File: src/rtl/dot_sequencer.sv
// dot_sequencer: operand buffers + command FSM feeding a fixed-point MAC.
// Ports:
//   clk, rst                  clock, synchronous active-high reset
//   wr_en/wr_sel/wr_addr/wr_data   operand buffer write (A when wr_sel=0, B when 1)
//   len, start                pair count and command strobe
//   busy                      operation in progress
//   mac_rst_n/mac_run/mac_a/mac_b  registered drive to the MAC
//   mac_y                     MAC output (sum[12:5])
//   result_valid, result      one-cycle done pulse and captured mac_y
module dot_sequencer #(
   parameter int DEPTH = 16,
   parameter int AW    = 4
) (
   input  logic          clk,
   input  logic          rst,
   input  logic          wr_en,
   input  logic          wr_sel,
   input  logic [AW-1:0] wr_addr,
   input  logic [7:0]    wr_data,
   input  logic [AW:0]   len,
   input  logic          start,
   output logic          busy,
   output logic          mac_rst_n,
   output logic          mac_run,
   output logic [7:0]    mac_a,
   output logic [7:0]    mac_b,
   input  logic [7:0]    mac_y,
   output logic          result_valid,
   output logic [7:0]    result
);

   localparam logic [AW:0]   DEPTH_L = (AW + 1)'(DEPTH);
   localparam logic [AW-1:0] ADDR0   = '0;

   typedef enum logic [2:0] {
      IDLE,
      CLEAR,
      STREAM,
      DRAIN,
      SETTLE
   } state_t;

   state_t      state;
   logic [7:0]  buf_a [DEPTH];
   logic [7:0]  buf_b [DEPTH];
   // cnt: clamped pair count; idx: next pair to present (one wider than
   // an address so a full-depth run can reach cnt == DEPTH)
   logic [AW:0] cnt;
   logic [AW:0] idx;

   // Buffers are not reset; writes only land while the FSM idles.
   always_ff @(posedge clk) begin
      if (wr_en && state == IDLE) begin
         if (wr_sel) buf_b[wr_addr] <= wr_data;
         else        buf_a[wr_addr] <= wr_data;
      end
   end

   // All outputs are assigned for the cycle being entered, so they
   // line up exactly with the state register.
   always_ff @(posedge clk) begin
      if (rst) begin
         state        <= IDLE;
         busy         <= 1'b0;
         mac_rst_n    <= 1'b0;
         mac_run      <= 1'b0;
         mac_a        <= 8'h00;
         mac_b        <= 8'h00;
         result_valid <= 1'b0;
         result       <= 8'h00;
         cnt          <= '0;
         idx          <= '0;
      end else begin
         result_valid <= 1'b0;
         mac_rst_n    <= 1'b1;
         mac_run      <= 1'b0;
         mac_a        <= 8'h00;
         mac_b        <= 8'h00;
         unique case (state)
            IDLE: begin
               if (start) begin
                  state     <= CLEAR;
                  busy      <= 1'b1;
                  mac_rst_n <= 1'b0;
                  cnt       <= (len > DEPTH_L) ? DEPTH_L : len;
                  idx       <= '0;
               end
            end
            CLEAR: begin
               // Next cycle is either the first pair or, for an empty
               // command, the drain; both run the MAC.
               mac_run <= 1'b1;
               if (cnt == '0) begin
                  state <= DRAIN;
               end else begin
                  state <= STREAM;
                  mac_a <= buf_a[ADDR0];
                  mac_b <= buf_b[ADDR0];
                  idx   <= (AW + 1)'(1);
               end
            end
            STREAM: begin
               mac_run <= 1'b1;
               if (idx == cnt) begin
                  state <= DRAIN;
               end else begin
                  mac_a <= buf_a[idx[AW-1:0]];
                  mac_b <= buf_b[idx[AW-1:0]];
                  idx   <= idx + 1'b1;
               end
            end
            DRAIN: begin
               state <= SETTLE;
            end
            SETTLE: begin
               state        <= IDLE;
               busy         <= 1'b0;
               result_valid <= 1'b1;
               result       <= mac_y;
            end
            default: begin
               state <= IDLE;
               busy  <= 1'b0;
            end
         endcase
      end
   end

endmodule

File: config.mk
export PLATFORM = sky130hd
export DESIGN_NAME = dot_sequencer
export DESIGN_NICKNAME = d
export VERILOG_FILES = /design/src/rtl/dot_sequencer.sv
export SDC_FILE = /design/constraint.sdc
export NUM_CORES = 1
export LEC_CHECK = 0
export CORE_UTILIZATION = 40
export CTS_CLUSTER_SIZE = 12
export DETAILED_ROUTE_END_ITERATION = 6
export PLACE_DENSITY_LB_ADDON = 0.2
export SKIP_CTS_REPAIR_TIMING = 1
export SYNTH_ARGS = -nofsm -noshare
export SYNTH_HDL_FRONTEND = slang
export SYNTH_SLANG_ARGS = --single-unit
File: constraint.sdc
create_clock -name clk -period 4.2 [get_ports clk]
set_clock_uncertainty 0.15 [all_clocks]
set_input_delay 1.05 -clock clk [delete_from_list [all_inputs] [get_ports clk]]
set_output_delay 1.05 -clock clk [all_outputs]
set_load 0.05 [all_outputs]
==> flow_metrics.tcl <==
set metrics [dict create \
    wl_um 25600 \
    area_delta_synth_final_pct 15.9 \
    finalCritPeriodShare_pct 69.2 \
    power_mw 6.20 \
    netlist_instances 707 \
    io_buffers 57 \
    hpwl_um 16100 \
    ys_seq_area_share_pct 72.7 \
    crit_type "register to primary output" \
    async_flop_share_pct 0 \
    cp_top_family "buffers and inverters" \
    synth-edff-count 256 \
    cts_buffer_depth 3 \
    start_util_pct 41.0 \
    h-tree-depth 1 \
    drv_slew 0 \
    io_pins 58 \
    drt-vias-per-instance 5.30 \
    grt.overflow.total 0 \
    post-route-util_pct 47.4 \
    ys.flop_type "edfxtp_1" \
    dp_cells 1132 \
    yosysMostFrequentCell "edfxtp_1" \
    cp_max_fo 1 \
    coreArea_um2 28900 \
    hold_class "register to register" \
    grt_pass1_vias 6460 \
    synth_cell_types 44 \
    postSynthNetCount 738 \
    cp_cell_sequence "clkdlybuf4s50_1" \
    synth_top_area_share_pct 65.1 \
    nets 811 \
    clock_tree.root_cell "clkbuf_16" \
    cp_num_buf_inv 1 \
    yosysTopAreaCell "edfxtp_1" \
    grt_max_degree 52 \
    cts_tree "yes" \
    cp.required_ns 3.00 \
    drive_gt1_share_pct 9.96 \
    finalHoldViolations 0 \
    cts_sinks 301 \
    drtPass1Iterations 5 \
    worstSetupStartpointType "register" \
    cap_violations 0 \
    ant_nets 0 \
    final_cells 1187 \
    powerDensity_nw_per_um2 453 \
    cp-end-kind "primary output" \
    ir_drop_mv 0.235 \
    avgSynthCellArea_um2 16.7 \
    grt_pass1_wl_um 39200 \
    die_h_um 174 \
    chipWidth_um 174 \
    max_clock_freq_mhz 344 \
    wire_per_inst_um 21.6 \
    clock_latency_ns 0.54 \
    maxSlewHeadroom_pct 24.6 \
    worst_slew_pin_slew_ns 1.13 \
    drtIter0Drc 538 \
    via_count 6291 \
    die-area_um2 30200 \
    max_stage_delay_ns 0.85 \
    status "finished, final reports clean" \
    cts_inserted_buffers 30 \
    grt_setup_unrepaired "false" \
    insertedDiodeCount 0 \
    synth_commonest_cells "edfxtp_1 (256), mux2i_1 (82), nor2_1 (72), dfxtp_1 (45), a21oi_1 (33)" \
    synth_area_leaders "edfxtp_1 (65%), dfxtp_1 (7.6%), mux2i_1 (6.9%)" \
    finalSetupViolCount 0 \
    gp_congestion 0.849 \
    synth-seq-cells 301 \
    num_rows 62 \
    synth_warnings 0 \
    syn-cell-area_um2 11800 \
    clkTransAtPathRegs_ns 0.06 \
    cp_data_arrival_time_ns 1.70 \
    antenna_found_initial 0 \
    drc_errors 0 \
    fin_crit_ns 2.90 \
    power.leakage_nw 4.23 \
    crit_path_top_delay_cell "clkdlybuf4s50_1" \
    setup-tns-final_ns 0 \
    grt_usage_pct 17.1 \
]
## layout by cell type, fill, tap and decap left out, types with 10 or more instances in the layout
master,Yosys,final
o22ai_1,16,16
nor4_1,16,16
mux2i_1,82,82
mux4_1,16,16
nand2b_1,10,10
nor2_1,72,72
mux4_2,16,16
clkbuf_1,10,19
nor3_1,13,13
clkbuf_16,0,32
nand2_1,26,26
clkdlybuf4s50_1,0,57
a22o_1,16,16
dfxtp_1,45,43
a21oi_1,33,33
buf_4,2,21
edfxtp_1,256,256
## stage by stage
step / area [µm²] / hold slack [ns] / setup slack, ns
4_1_cts: 13700 / 0.309 / 1.26
5_1_grt: 13700 / 0.331 / 1.14
6_report: 13700 / 0.310 / 1.30
3_3_place_gp: 12800 / 0.296 / 0.835
3_5_place_dp: 12800 / 0.300 / 0.732
2_1_floorplan: 11800 / 0.313 / 1.26
## kinds of logic (layout without fill, tap and decap cells)
group / after synthesis / in the layout / synth area share, %
AO/OA/AOI/OAI: 82 / 82 / 4.36
buffers and inverters: 39 / 135 / 2.11
flip-flops: 301 / 301 / 72.7
AND/OR/NAND/NOR: 165 / 165 / 6.83
XOR/XNOR: 5 / 5 / 0.371
multiplexers: 114 / 114 / 13.6
adder cells (fa/ha/maj): 1 / 1 / 0.106
## worst paths after layout
path,startpoint,slack (ns),to,depth (start not counted)
max reg2reg,state[2],1.36,buf_a[9][3],4
min,result[7],0.31,result[7],2
min reg2reg,result[7],0.31,result[7],2
max,mac_b[5],1.30,mac_b[5],1
## area by class of cell
type                            instances  area, µm²
Timing Repair Buffer                   78        728
Tap cell                              384        480
Sequential cell                       301       8600
Multi-Input combinational cell        367       2980
Inverter                                2       7.51
Fill cell                            2448      15200
Clock buffer                           52        886
Clock inverter                          3       13.8
## metal layers
layer	routed length [µm]	global-route usage [%]	part of all wire (%)
met2	12000	27.1	47
met3	1530	2.48	6.0
met1	11700	25.0	46
met5	0	0	0
met4	373	4.09	1.5
## power breakdown
group / internal, mW / leakage (nW) / switching [mW]
Sequential: 3.28 / 2.67 / 0.0251
Clock: 1.42 / 0.433 / 1.05
Combinational: 0.141 / 1.12 / 0.285
Total: 4.84 / 4.23 / 1.36
## sequential cells by signal, summed over array words and instances, names as in the netlist, 3 cells and up, named ones only
register	flops
buf_a	128
buf_b	128
cnt	5
idx	5
mac_a	8
mac_b	8
result	8
state	3
Note: power is estimated with default switching activity, not from simulation.
==> variant: new RTL, config.mk and constraints unchanged <==
Register the output `mac_run` once more; this adds one clock of latency there. The other outputs are not delayed to match. Comments in the files are not updated.
--- a/src/rtl/dot_sequencer.sv
+++ b/src/rtl/dot_sequencer.sv
@@ -40,6 +40,8 @@
       SETTLE
    } state_t;
 
+   logic mac_run_s0;
+
    state_t      state;
    logic [7:0]  buf_a [DEPTH];
    logic [7:0]  buf_b [DEPTH];
@@ -63,7 +65,7 @@
          state        <= IDLE;
          busy         <= 1'b0;
          mac_rst_n    <= 1'b0;
-         mac_run      <= 1'b0;
+         mac_run_s0   <= 1'b0;
          mac_a        <= 8'h00;
          mac_b        <= 8'h00;
          result_valid <= 1'b0;
@@ -73,7 +75,7 @@
       end else begin
          result_valid <= 1'b0;
          mac_rst_n    <= 1'b1;
-         mac_run      <= 1'b0;
+         mac_run_s0   <= 1'b0;
          mac_a        <= 8'h00;
          mac_b        <= 8'h00;
          unique case (state)
@@ -89,7 +91,7 @@
             CLEAR: begin
                // Next cycle is either the first pair or, for an empty
                // command, the drain; both run the MAC.
-               mac_run <= 1'b1;
+               mac_run_s0 <= 1'b1;
                if (cnt == '0) begin
                   state <= DRAIN;
                end else begin
@@ -100,7 +102,7 @@
                end
             end
             STREAM: begin
-               mac_run <= 1'b1;
+               mac_run_s0 <= 1'b1;
                if (idx == cnt) begin
                   state <= DRAIN;
                end else begin
@@ -126,5 +128,9 @@
       end
    end
 
+   always_ff @(posedge clk) begin
+      mac_run <= mac_run_s0;
+   end
+
 endmodule
 
Behaviour: not the same (Yosys sat finds a counterexample within 4 cycles, from zero or initial values and one cycle with rst high).
==> variant against the unedited design <==
Sequential cell count rose by 1; hold slack got worse by 0.13 ns; routed wire length fell by 0.61%; critical path depth up 3; count of clock-buffer cells in the layout is 6 lower; setup slack worse by 0.00087 ns; power is essentially flat; synthesized area grew 0.17%; cell area increased by 0.16%; critical path type is now flop to flop; largest power group unchanged.
==> variant: results (changes against the unedited design) <==
----------------------------------------------------
[Hold path]
  Startpoint of the worst hold path ... mac_run_s0
  Hold depth ... 0 (-2)
  Hold endpoint ... mac_run

[Status]
  Result of the run ... finished, final reports clean

[Setup path]
  Critical path arrival ... 2.92 ns (+1.22 ns)
  Reg-to-reg endpoint ... buf_a[13][6]
  Number of cells traversed by the worst register-to-register path ... 4 (unchanged)
  Slowest cell on the critical path ... nor3_1
  Reg-to-reg slack, setup ... 1.29 ns (-0.07 ns)
  Crit-path max cell delay ... 0.69 ns (-0.16 ns)
  Critical-path maximum fanout ... 16 (+15)

[Clocking]
  Maximum clock insertion buffer count ... 3 (unchanged)
  CTS Buf Count ... 31 (+3.3%)
  Clock root buffer ... clkbuf_16
  Clk_lat worst skew ... 0.54 ns (about the same)

[GRT]
  Global-route wire length before repair ... 38900 µm (-0.92%)
  Maximum number of pins on one net before global-route repair ... 46 (-12%)
  Number of global-route vias before repair ... 6445 (-0.23%)
  Overall fraction of global-route tracks in use ... 16.9% (-0.18 points)

[Yosys]
  Sequential fraction of the synthesis area ... 72.7% (about the same)
  Synth top area cells ... edfxtp_1 (65%), dfxtp_1 (7.8%), mux2i_1 (6.9%)
  Nets in the synthesized netlist ... 739 (+0.14%)
  Syn. warnings ... 0 (unchanged)
  Most used DFF post-synth ... edfxtp_1
  Commonest cells in the synthesized netlist ... edfxtp_1 (256), mux2i_1 (82), nor2_1 (72)

[Route]
  Iteration count of the initial detailed-routing pass ... 4 (-1)
  DR iter-0 viols ... 406 (-25%)
  Number of vias per cell ... 5.30 (about the same)
  Total Routed Length ... 25400 µm (-0.61%)

[Placed design]
  Half-perimeter wire length of the detailed placement result ... 16200 µm (+0.40%)
  Placed instance area ... 0.0128 mm² (+0.21%)
  Final weighted congestion in routability-driven placement ... 0.774 (-8.8%)

[Final layout]
  Final #Nets ... 814 (+0.37%)
  Fraction of layout instances using a drive strength above 1 ... 10.5% (+0.50 points)

[Pwr]
  Peak supply drop ... 0.000238 V (+1.5%)
  Leakage Power ... 4.24 nW (+0.44%)

[STA]
  Pin slew with the least headroom to its limit ... 1.20 ns (+0.0661 ns)

----------------------------------------------------
==> variant: cell type report <==
cell class	instances	area, µm²
multi-input combinational	367	2980
timing repair buffer	79	736
fill	2469	15200
clock buffer	46	862
tap	384	480
clock inverter	7	31.3
sequential	302	8620
inverter	2	7.51
==> variant: worst max path at each step <==
stage | cells after the start | start | endpoint
2_1_floorplan | 4 | wr_addr[0] | buf_a[1][0]
6_report | 4 | state[2] | buf_a[13][6]
3_3_place_gp | 4 | wr_addr[1] | buf_a[9][0]
4_1_cts | 5 | state[2] | buf_a[4][5]
5_1_grt | 5 | state[2] | buf_a[4][6]
3_5_place_dp | 4 | wr_addr[1] | buf_a[13][2]
==> variant: cells by family (layout without fill, tap and decap cells) <==
logic type	count (synthesis)	in the layout	synth area share [%]
flops	302	302	72.7
compound gates	82	82	4.35
fa+ha+maj	1	1	0.106
mux	114	114	13.5
simple gates	165	165	6.82
xor+xnor	5	5	0.370
buf+inv	39	134	2.10
==> variant: critical path: cells and delay by family (launching register included) <==
family	cells	cell delay, ns
flops	1	0.47
simple gates	4	1.91
==> variant: layer usage <==
| metal | track usage (%) | up-vias | share of wire [%] |
|---|---|---|---|
| met2 | 27.0 | 130 | 47 |
| met1 | 24.4 | 3218 | 47 |
| met4 | 3.55 | 0 | 1.2 |
| li1 | - | 2925 | - |
| met3 | 2.93 | 24 | 4.6 |
| met5 | 0 | - | 0 |
==> variant: power breakdown <==
part           leakage, nW  switching [mW]  internal (mW)
logic                 1.13           0.281          0.141
clock network        0.438            1.05           1.40
registers             2.68          0.0253           3.29
==> variant: metrics by stage <==
stage                     setup slack [ns]  cells  hold WS [ns]
after global routing                 0.988   1187         0.206
after detailed placement             0.788   1134         0.165
after global placement               0.883   1134         0.161
after CTS                             1.21   1187         0.179
after floorplan                       1.26    708         0.160
final                                 1.29   1187         0.177
